[config.mk]
export PLATFORM = sky130hd
export DESIGN_NAME = neighbor_counter
export DESIGN_NICKNAME = d
export VERILOG_FILES = /design/src/rtl/neighbor_counter.sv
export SDC_FILE = /design/constraint.sdc
export NUM_CORES = 1
export LEC_CHECK = 0
export CAP_MARGIN = 10
export CORE_UTILIZATION = 50
export CTS_BUF_LIST = sky130_fd_sc_hd__clkbuf_4
export CTS_CLUSTER_SIZE = 20
export DETAILED_ROUTE_END_ITERATION = 6
export GPL_TIMING_DRIVEN = 1
export PLACE_DENSITY_LB_ADDON = 0.05
export SYNTH_ARGS = -nofsm -noshare
export SYNTH_HDL_FRONTEND = slang
export SYNTH_SLANG_ARGS = --single-unit
[constraint.sdc]
create_clock -name clk -period 4.4 [get_ports clk]
set_input_delay 0.44 -clock clk [delete_from_list [all_inputs] [get_ports clk]]
set_output_delay 0.44 -clock clk [all_outputs]
set_load 0.05 [all_outputs]
[src/rtl/neighbor_counter.sv]
// neighbor_counter
//   Walks every cell of the board once per start and writes a 4-bit count per
//   cell into the count memory: 0..8 adjacent mines, or 4'hF if the cell
//   itself is a mine.
//   Each cell takes 11 cycles. Slots 0..8 present the center and its eight
//   neighbours to the 1-cycle-latency mine memory. Data are sampled one slot
//   later. Slot 9 takes the last sample, and slot 10 is the write pulse.
// Ports
//   clk           system clock
//   rst           asynchronous reset, active-low
//   start         level, sampled only in IDLE
//   mine_rd_addr  mine memory read address (registered)
//   mine_rd_data  mine memory read data, valid 1 cycle after address
//   cnt_mem_addr  count memory write address
//   cnt_mem_in    count memory write data
//   cnt_mem_wren  count memory write enable, one pulse per cell
//   busy          scan in progress
//   done          scan finished, held until reset
module neighbor_counter #(
  parameter int ROWS   = 16,
  parameter int COLS   = 16,
  parameter int ADDR_W = 8
) (
  input  logic              clk,
  input  logic              rst,
  input  logic              start,
  output logic [ADDR_W-1:0] mine_rd_addr,
  input  logic              mine_rd_data,
  output logic [ADDR_W-1:0] cnt_mem_addr,
  output logic [3:0]        cnt_mem_in,
  output logic              cnt_mem_wren,
  output logic              busy,
  output logic              done
);

  localparam logic [ADDR_W-1:0] LAST_CELL = ADDR_W'(ROWS * COLS - 1);
  localparam logic [ADDR_W-1:0] LAST_COL  = ADDR_W'(COLS - 1);

  typedef enum logic [1:0] {
    S_IDLE  = 2'd0,
    S_SCAN  = 2'd1,
    S_WRITE = 2'd2,
    S_DONES = 2'd3
  } state_t;

  state_t            r_state, w_state_nxt;
  logic [ADDR_W-1:0] r_cell, r_row, r_col;
  logic [3:0]        r_slot, r_acc;
  logic              r_is_mine, r_prev_valid;
  logic [ADDR_W-1:0] r_rd_addr, r_wr_addr;
  logic [3:0]        r_wr_data;
  logic              r_wren;

  logic              w_cur_valid, w_hit, w_last;
  logic [ADDR_W-1:0] w_nxt_rd_addr;
  logic [3:0]        w_acc_nxt;

  // Neighbour offset for a read slot, packed as {row+1, col+1}.
  // Order: center, NW, N, NE, W, E, SW, S, SE.
  function automatic logic [3:0] nb_off(input logic [3:0] slot);
    case (slot)
      4'd1:    nb_off = 4'b00_00;
      4'd2:    nb_off = 4'b00_01;
      4'd3:    nb_off = 4'b00_10;
      4'd4:    nb_off = 4'b01_00;
      4'd5:    nb_off = 4'b01_10;
      4'd6:    nb_off = 4'b10_00;
      4'd7:    nb_off = 4'b10_01;
      4'd8:    nb_off = 4'b10_10;
      default: nb_off = 4'b01_01;
    endcase
  endfunction

  // Only in-bounds neighbour reads (slots 1..8) are valid.
  // Rows and columns are checked separately, so column 0 never wraps onto the previous row.
  function automatic logic nb_valid(input logic [ADDR_W-1:0] row, col, input logic [3:0] slot);
    logic [3:0] off;
    int nr, nc;
    off = nb_off(slot);
    nr  = int'(row) + int'(off[3:2]) - 1;
    nc  = int'(col) + int'(off[1:0]) - 1;
    nb_valid = (slot >= 4'd1) && (slot <= 4'd8) &&
               (nr >= 0) && (nr < ROWS) && (nc >= 0) && (nc < COLS);
  endfunction

  // Invalid slots re-read the center address.
  function automatic logic [ADDR_W-1:0] nb_addr(input logic [ADDR_W-1:0] row, col, input logic [3:0] slot);
    logic [3:0] off;
    int nr, nc;
    off = nb_off(slot);
    nr  = int'(row) + int'(off[3:2]) - 1;
    nc  = int'(col) + int'(off[1:0]) - 1;
    if (nb_valid(row, col, slot)) nb_addr = ADDR_W'(nr * COLS + nc);
    else                          nb_addr = ADDR_W'(int'(row) * COLS + int'(col));
  endfunction

  always_comb begin
    w_cur_valid   = nb_valid(r_row, r_col, r_slot);
    w_nxt_rd_addr = nb_addr(r_row, r_col, r_slot + 4'd1);
    // Slot s+1 samples the read issued in slot s. Neighbour samples land in slots 2..9.
    w_hit         = (r_slot >= 4'd2) && r_prev_valid && mine_rd_data;
    w_acc_nxt     = r_acc + {3'b000, w_hit};
    w_last        = (r_cell == LAST_CELL);
  end

  always_comb begin
    w_state_nxt = r_state;
    case (r_state)
      S_IDLE:  if (start) w_state_nxt = S_SCAN;
      S_SCAN:  if (r_slot == 4'd9) w_state_nxt = S_WRITE;
      S_WRITE: w_state_nxt = w_last ? S_DONES : S_SCAN;
      S_DONES: w_state_nxt = S_DONES;
      default: w_state_nxt = S_IDLE;
    endcase
  end

  always_ff @(posedge clk or negedge rst) begin
    if (!rst) r_state <= S_IDLE;
    else      r_state <= w_state_nxt;
  end

  always_ff @(posedge clk or negedge rst) begin
    if (!rst) begin
      r_cell       <= '0;
      r_row        <= '0;
      r_col        <= '0;
      r_slot       <= '0;
      r_acc        <= '0;
      r_is_mine    <= 1'b0;
      r_prev_valid <= 1'b0;
      r_rd_addr    <= '0;
      r_wr_addr    <= '0;
      r_wr_data    <= '0;
      r_wren       <= 1'b0;
    end else begin
      case (r_state)
        S_IDLE: begin
          if (start) begin
            r_cell       <= '0;
            r_row        <= '0;
            r_col        <= '0;
            r_slot       <= '0;
            r_acc        <= '0;
            r_is_mine    <= 1'b0;
            r_prev_valid <= 1'b0;
            r_rd_addr    <= '0;
          end
        end
        S_SCAN: begin
          r_slot       <= r_slot + 4'd1;
          r_prev_valid <= w_cur_valid;
          // The address register is loaded one cycle early.
          // This keeps the address for slot s on the bus throughout slot s.
          r_rd_addr    <= w_nxt_rd_addr;
          if (r_slot == 4'd0) r_acc <= '0;
          else                r_acc <= w_acc_nxt;
          if (r_slot == 4'd1) r_is_mine <= mine_rd_data;
          if (r_slot == 4'd9) begin
            r_wren    <= 1'b1;
            r_wr_addr <= r_cell;
            r_wr_data <= r_is_mine ? 4'hF : w_acc_nxt;
          end
        end
        S_WRITE: begin
          r_wren <= 1'b0;
          if (!w_last) begin
            r_cell    <= r_cell + 1'b1;
            r_slot    <= '0;
            r_rd_addr <= r_cell + 1'b1;
            if (r_col == LAST_COL) begin
              r_col <= '0;
              r_row <= r_row + 1'b1;
            end else begin
              r_col <= r_col + 1'b1;
            end
          end
        end
        default: ;
      endcase
    end
  end

  assign mine_rd_addr = r_rd_addr;
  assign cnt_mem_addr = r_wr_addr;
  assign cnt_mem_in   = r_wr_data;
  assign cnt_mem_wren = r_wren;
  assign busy         = (r_state == S_SCAN) || (r_state == S_WRITE);
  assign done         = (r_state == S_DONES);

endmodule
After elaboration in Yosys (flattened, before gate mapping) --
Memories as Yosys holds them, arrays and structs flattened. Cells that the tools add are included.
Word-level totals: flip-flop bits (word level) 57, memory bits (read-only) 192, input port bits 4, output and inout port bits 23, memories 3
Operators by class: add/sub/neg operators 19, magnitude comparators 13, eq/ne operators 12, muxes and demuxes 27, reductions and logical operators 27
Memory list:
- (no name shown) | depth 16, bits a word 4, read ports 1, clocked after Yosys merged registers in 0, write ports 0, line 61 | case (slot)
- (no name shown) | depth 16, bits a word 4, read ports 1, clocked after Yosys merged registers in 0, write ports 0, line 61
- (no name shown) | depth 16, bits a word 4, read ports 1, clocked after Yosys merged registers in 0, write ports 0, line 61
Operator list (count):
- two-way mux 8 bit | 7
- case mux 8 bit (2 select lines) | 3
- greater-or-equal comparator 10 x 1 -> 1 bit, second input constant | 4
- less-than comparator 10 x 6 -> 1 bit, second input constant | 4
- subtractor 9 x 1 -> 10 bit, second input constant | 4
- adder 8 x 2 -> 9 bit | 4
- adder 8 x 1 -> 8 bit, second input constant | 3
- case mux 8 bit (3 select lines) | 1
- adder 8 bit | 2
- two-way mux 4 bit | 4
- logical AND 1 bit | 12
- case mux 4 bit (3 select lines) | 1
- inequality test 2 bit, second input constant | 5
- AND reduction 3 bit | 3
- adder 8 x 2 -> 8 bit | 1
- == test 8 x 4 -> 1 bit, second input constant | 1
- == test 8 bit, second input constant | 1
- greater-or-equal comparator 4 x 1 -> 1 bit, second input constant | 2
- <= comparator 4 bit, second input constant | 2
- case mux 2 bit (4 select lines) | 1
- case mux 4 bit (2 select lines) | 1
- AND reduction 2 bit | 4
- subtractor 8 x 1 -> 8 bit, second input constant | 1
- two-way mux 2 bit | 3
- 17 further kinds | 24

Logic depth before layout (Yosys ltp) --
An unclocked memory read counts as a cell.
word-level depth 11, gate-level depth with buffers 19, gate-level depth less buffers 19

Worst setup path after synthesis --
No wires, ideal clock.
path type flip-flop to flip-flop, from register r_slot[0], to register r_rd_addr[7], in the netlist mine_rd_addr[7], library setup time 129 ps, arrival 3643 ps, required time 4271 ps, path slack 628 ps, cell stages (with the launch flop) 20, path buffers 0, period minus slack after synthesis 3772 ps, cells stage by stage dfrtp_1 > ha_1 > xnor2_1 > nand2_1 > nor2_1 > a31oi_1 > ha_1 > inv_1 > ha_1 > fa_1 > inv_1 > ha_1 > inv_1 > ha_1 > or2_2 > o22ai_1 > xnor2_1 > and4_1 > a221oi_1 > a21oi_1
On the way: word-level cells in the longest chain between the ends 11, elaborated cells between the ends (all ways) 25
RTL lines:
- from (decl) | line 48 | logic [3:0] r_slot, r_acc;
- from (signal assigned) | line 150 | r_slot <= r_slot + 4'd1;
- adder 4 x 1 -> 4 bit (*) | line 99 | w_nxt_rd_addr = nb_addr(r_row, r_col, r_slot + 4'd1);
- memory read (16 x 4 bit)
- adder 8 x 2 -> 9 bit | line 80 | nr = int'(row) + int'(off[3:2]) - 1;
- subtractor 9 x 1 -> 10 bit | line 80
- greater-or-equal comparator 10 x 1 -> 1 bit | line 83 | (nr >= 0) && (nr < ROWS) && (nc >= 0) && (nc < COLS);
- logical AND 1 bit | line 82 | nb_valid = (slot >= 4'd1) && (slot <= 4'd8) &&
- logical AND 1 bit (3 in series) | line 83
- two-way mux 8 bit (*) | line 93 | if (nb_valid(row, col, slot)) nb_addr = ADDR_W'(nr * COLS + nc);
- case mux 8 bit (3 select lines) (*) | line 136 | case (r_state)
- to (signal assigned) | line 154 | r_rd_addr <= w_nxt_rd_addr;
- to (signal assigned) | line 169 | r_rd_addr <= r_cell + 1'b1;
- to (decl) | line 50 | logic [ADDR_W-1:0] r_rd_addr, r_wr_addr;
Mark *: on every way between the ends. The rest lies on a longest branch, timed or not. A chain may end at the register's enable or synchronous reset.

Worst setup path after layout --
from register r_slot[1], to register r_rd_addr[0], in the netlist mine_rd_addr[0]
The elaborated chain is that of the path after synthesis.

==> flow_summary.toml <==
[global_route]
antenna_found_initial = 0
track_usage = 0.256
grt_pass1_wl_um = 20100
grt_max_degree = 58
grt_pass1_vias = 3899
grt_overflow = 0

[synthesis]
yosysTopAreaCell = "dfrtp_1"
syn_nets = 648
ys.flop_type = "dfrtp_1"
yosys_warnings = 0
synth_cell_types = 65
async_reset_ff_frac = 1.00
synth-edff-count = 0
syn_inst = 575
yosys-top-cells-area = "dfrtp_1 28%, ha_1 16%, a21oi_1 4.4%"
syn-cell-area_mm2 = 0.00506
synth-seq-cells = 57
synth_top_area_share = 0.282
avgSynthCellArea_um2 = 8.80
ys_seq_area_frac = 0.282

[floorplanning]
start_util = 0.518
dieArea_mm2 = 0.0105
die_h_um = 103
core_area_mm2 = 0.00977
io-pin-count = 27
core.rowCount = 36
die_x_um = 103

[final_layout]
n_antenna_cell = 0
syn_to_final_growth_pct = 9.30
nFillCells = 924
drive_gt1_frac = 0.0923
final_cell_mix = "63 x ha_1, 56 x dfrtp_1, 49 x inv_1, 45 x o21ai_0, 45 x a21oi_1"
final_cell_area_mm2 = 0.00553
final_cells = 729
layout_commonest_cell = "ha_1"
finalNetCount = 664
fin_util = 0.566

[setup_path]
max_stage_delay_ns = 0.47
reg2reg_to = "mine_rd_addr[0]"
critPathLaunchType = "register"
worst_path_max_delay_cell = "dfrtp_1"
end_kind = "register"
cp.required_ns = 4.75
critical_path.top_delay_family = "compound AO/OA/AOI/OAI gates"
r2r-start = "r_slot[1]"
crit_buf_inv = 1
cp_cell_sequence = "ha_4, xnor2_2, nand2_1, nor2_1, a31oi_1, ha_1, inv_1, ha_1, fa_1, a211o_1, a221o_1, a222oi_1, nand4_1, and2b_2, nand4_1, a31oi_1"
path_class = "register to register"
arrival_ns = 4.47
worstPathMaxFanout = 6
reg2reg_depth = 16
r2r_setup_slack_ns = 0.28
crit_cells = 16

[power]
total_power_uw = 3820
p_leak_uw = 0.00257
power.density_mw_per_mm2 = 691
max-vdd-ir-drop_mv = 0.256

[place]
gp_congestion = 0.870
io_buffers = 26
placed_cells = 712
post_dp_cell_area_mm2 = 0.00534
dpl.hpwl_um = 9830

[cts]
clkSinkCount = 57
htree_levels = 3
numCtsBuffers = 9
clockBufferDepth = 2
clk_latency_ns = 0.43
cts_root_buffer = "clkbuf_4"
cts_tree = "done"
path_clk_slew_ns = 0.11

[route]
wl_per_cell_um = 17.7
drc_errors = 0
viasPerCell = 5.80
vias = 4229
drt_first_pass_iters = 5
drtAntennaViolNets = 0
drt_iter0_drc = 210
drt-total-wl_um = 12900

[sta]
hold_viol_final = 0
max_freq_mhz = 243
maxSlewViolCount = 0
worst_pin_slew_ns = 1.03
setup_violations = 0
finalClockSkew_ns = 0.0222
fin_crit_sh = 0.936
slew_headroom = 0.305
period_needed_ns = 4.12
setup_tns_ns = 0

[hold_path]
hp-class = "input pin to asynchronous set/reset pin"

[run]
maxCapViolations = 0

[status]
status = "finished clean"
==> metal layers <==
metal,GRT usage,up-vias,share of wire
met5,0,-,0
met4,0.100,0,0.021
met3,0.0414,20,0.032
met2,0.398,88,0.46
met1,0.356,2038,0.48
li1,-,2083,-
==> stage by stage <==
step	hold WS (ns)	setup slack (ns)
final	0.148	0.280
after global routing	0.204	-0.0284
after CTS	0.167	0.188
after detailed placement	0.469	0.219
after global placement	0.461	0.379
after floorplan	0.144	0.628
==> where the power goes <==
group,internal [uW],switching [uW],total [uW]
Clock,181,225,406
Combinational,1080,1620,2700
Sequential,608,106,714
Total,1870,1950,3820
==> cell families after synthesis <==
family | Yosys count | share of synthesized area
AND/OR/NAND/NOR | 161 | 0.163
multiplexers | 16 | 0.0344
flip-flops | 57 | 0.282
buffers and inverters | 77 | 0.0739
XOR/XNOR | 34 | 0.0625
AO/OA/AOI/OAI | 161 | 0.207
adder cells (fa/ha/maj) | 69 | 0.178
==> worst max-delay path by stage <==
stage,from,end
after floorplan,r_slot[0],mine_rd_addr[7]
after global placement,r_slot[0],mine_rd_addr[6]
after detailed placement,r_slot[0],mine_rd_addr[6]
after CTS,r_slot[0],mine_rd_addr[6]
after global routing,r_slot[0],mine_rd_addr[0]
final,r_slot[1],mine_rd_addr[0]
==> state kept, by name (all words and copies together) (netlist names) <==
register / flops
r_prev_valid: 1
mine_rd_addr: 8
cnt_mem_wren: 1
cnt_mem_in: 4
cnt_mem_addr: 8
r_acc: 4
r_slot: 4
r_cell: 8
r_state: 2
r_col: 8
r_is_mine: 1
r_row: 8
==> synth_stat cells (6+ instances only) <==
library cell,instances
a21o_1,7
a21oi_1,45
a22o_1,10
a31oi_1,7
clkbuf_1,13
dfrtp_1,57
ha_1,64
inv_1,49
mux2_2,11
nand2_1,38
nand2b_1,9
nand3_1,26
nand4_1,8
nor2_1,36
nor2b_1,6
nor3_1,8
o21ai_0,45
xnor2_1,23
xor2_1,10
==> area by class of cell <==
type                    instances  area [um2]  share of cell area
clock inverters                 6        67.6              0.0122
repair buffers                 32         300              0.0543
multi-input cells             442        3310               0.599
inverters                      49         184              0.0333
clock buffers                  10        75.1              0.0136
flip-flops and latches         57        1430               0.258
well taps                     133         166              0.0301
==> timing repair <==
item	4_1_cts	5_1_grt
resized for setup	0	6
setup buffers	0	0
hold buffers	0	0
endpoints found under the setup margin	0	8
Power figures use the tool's default switching activity.
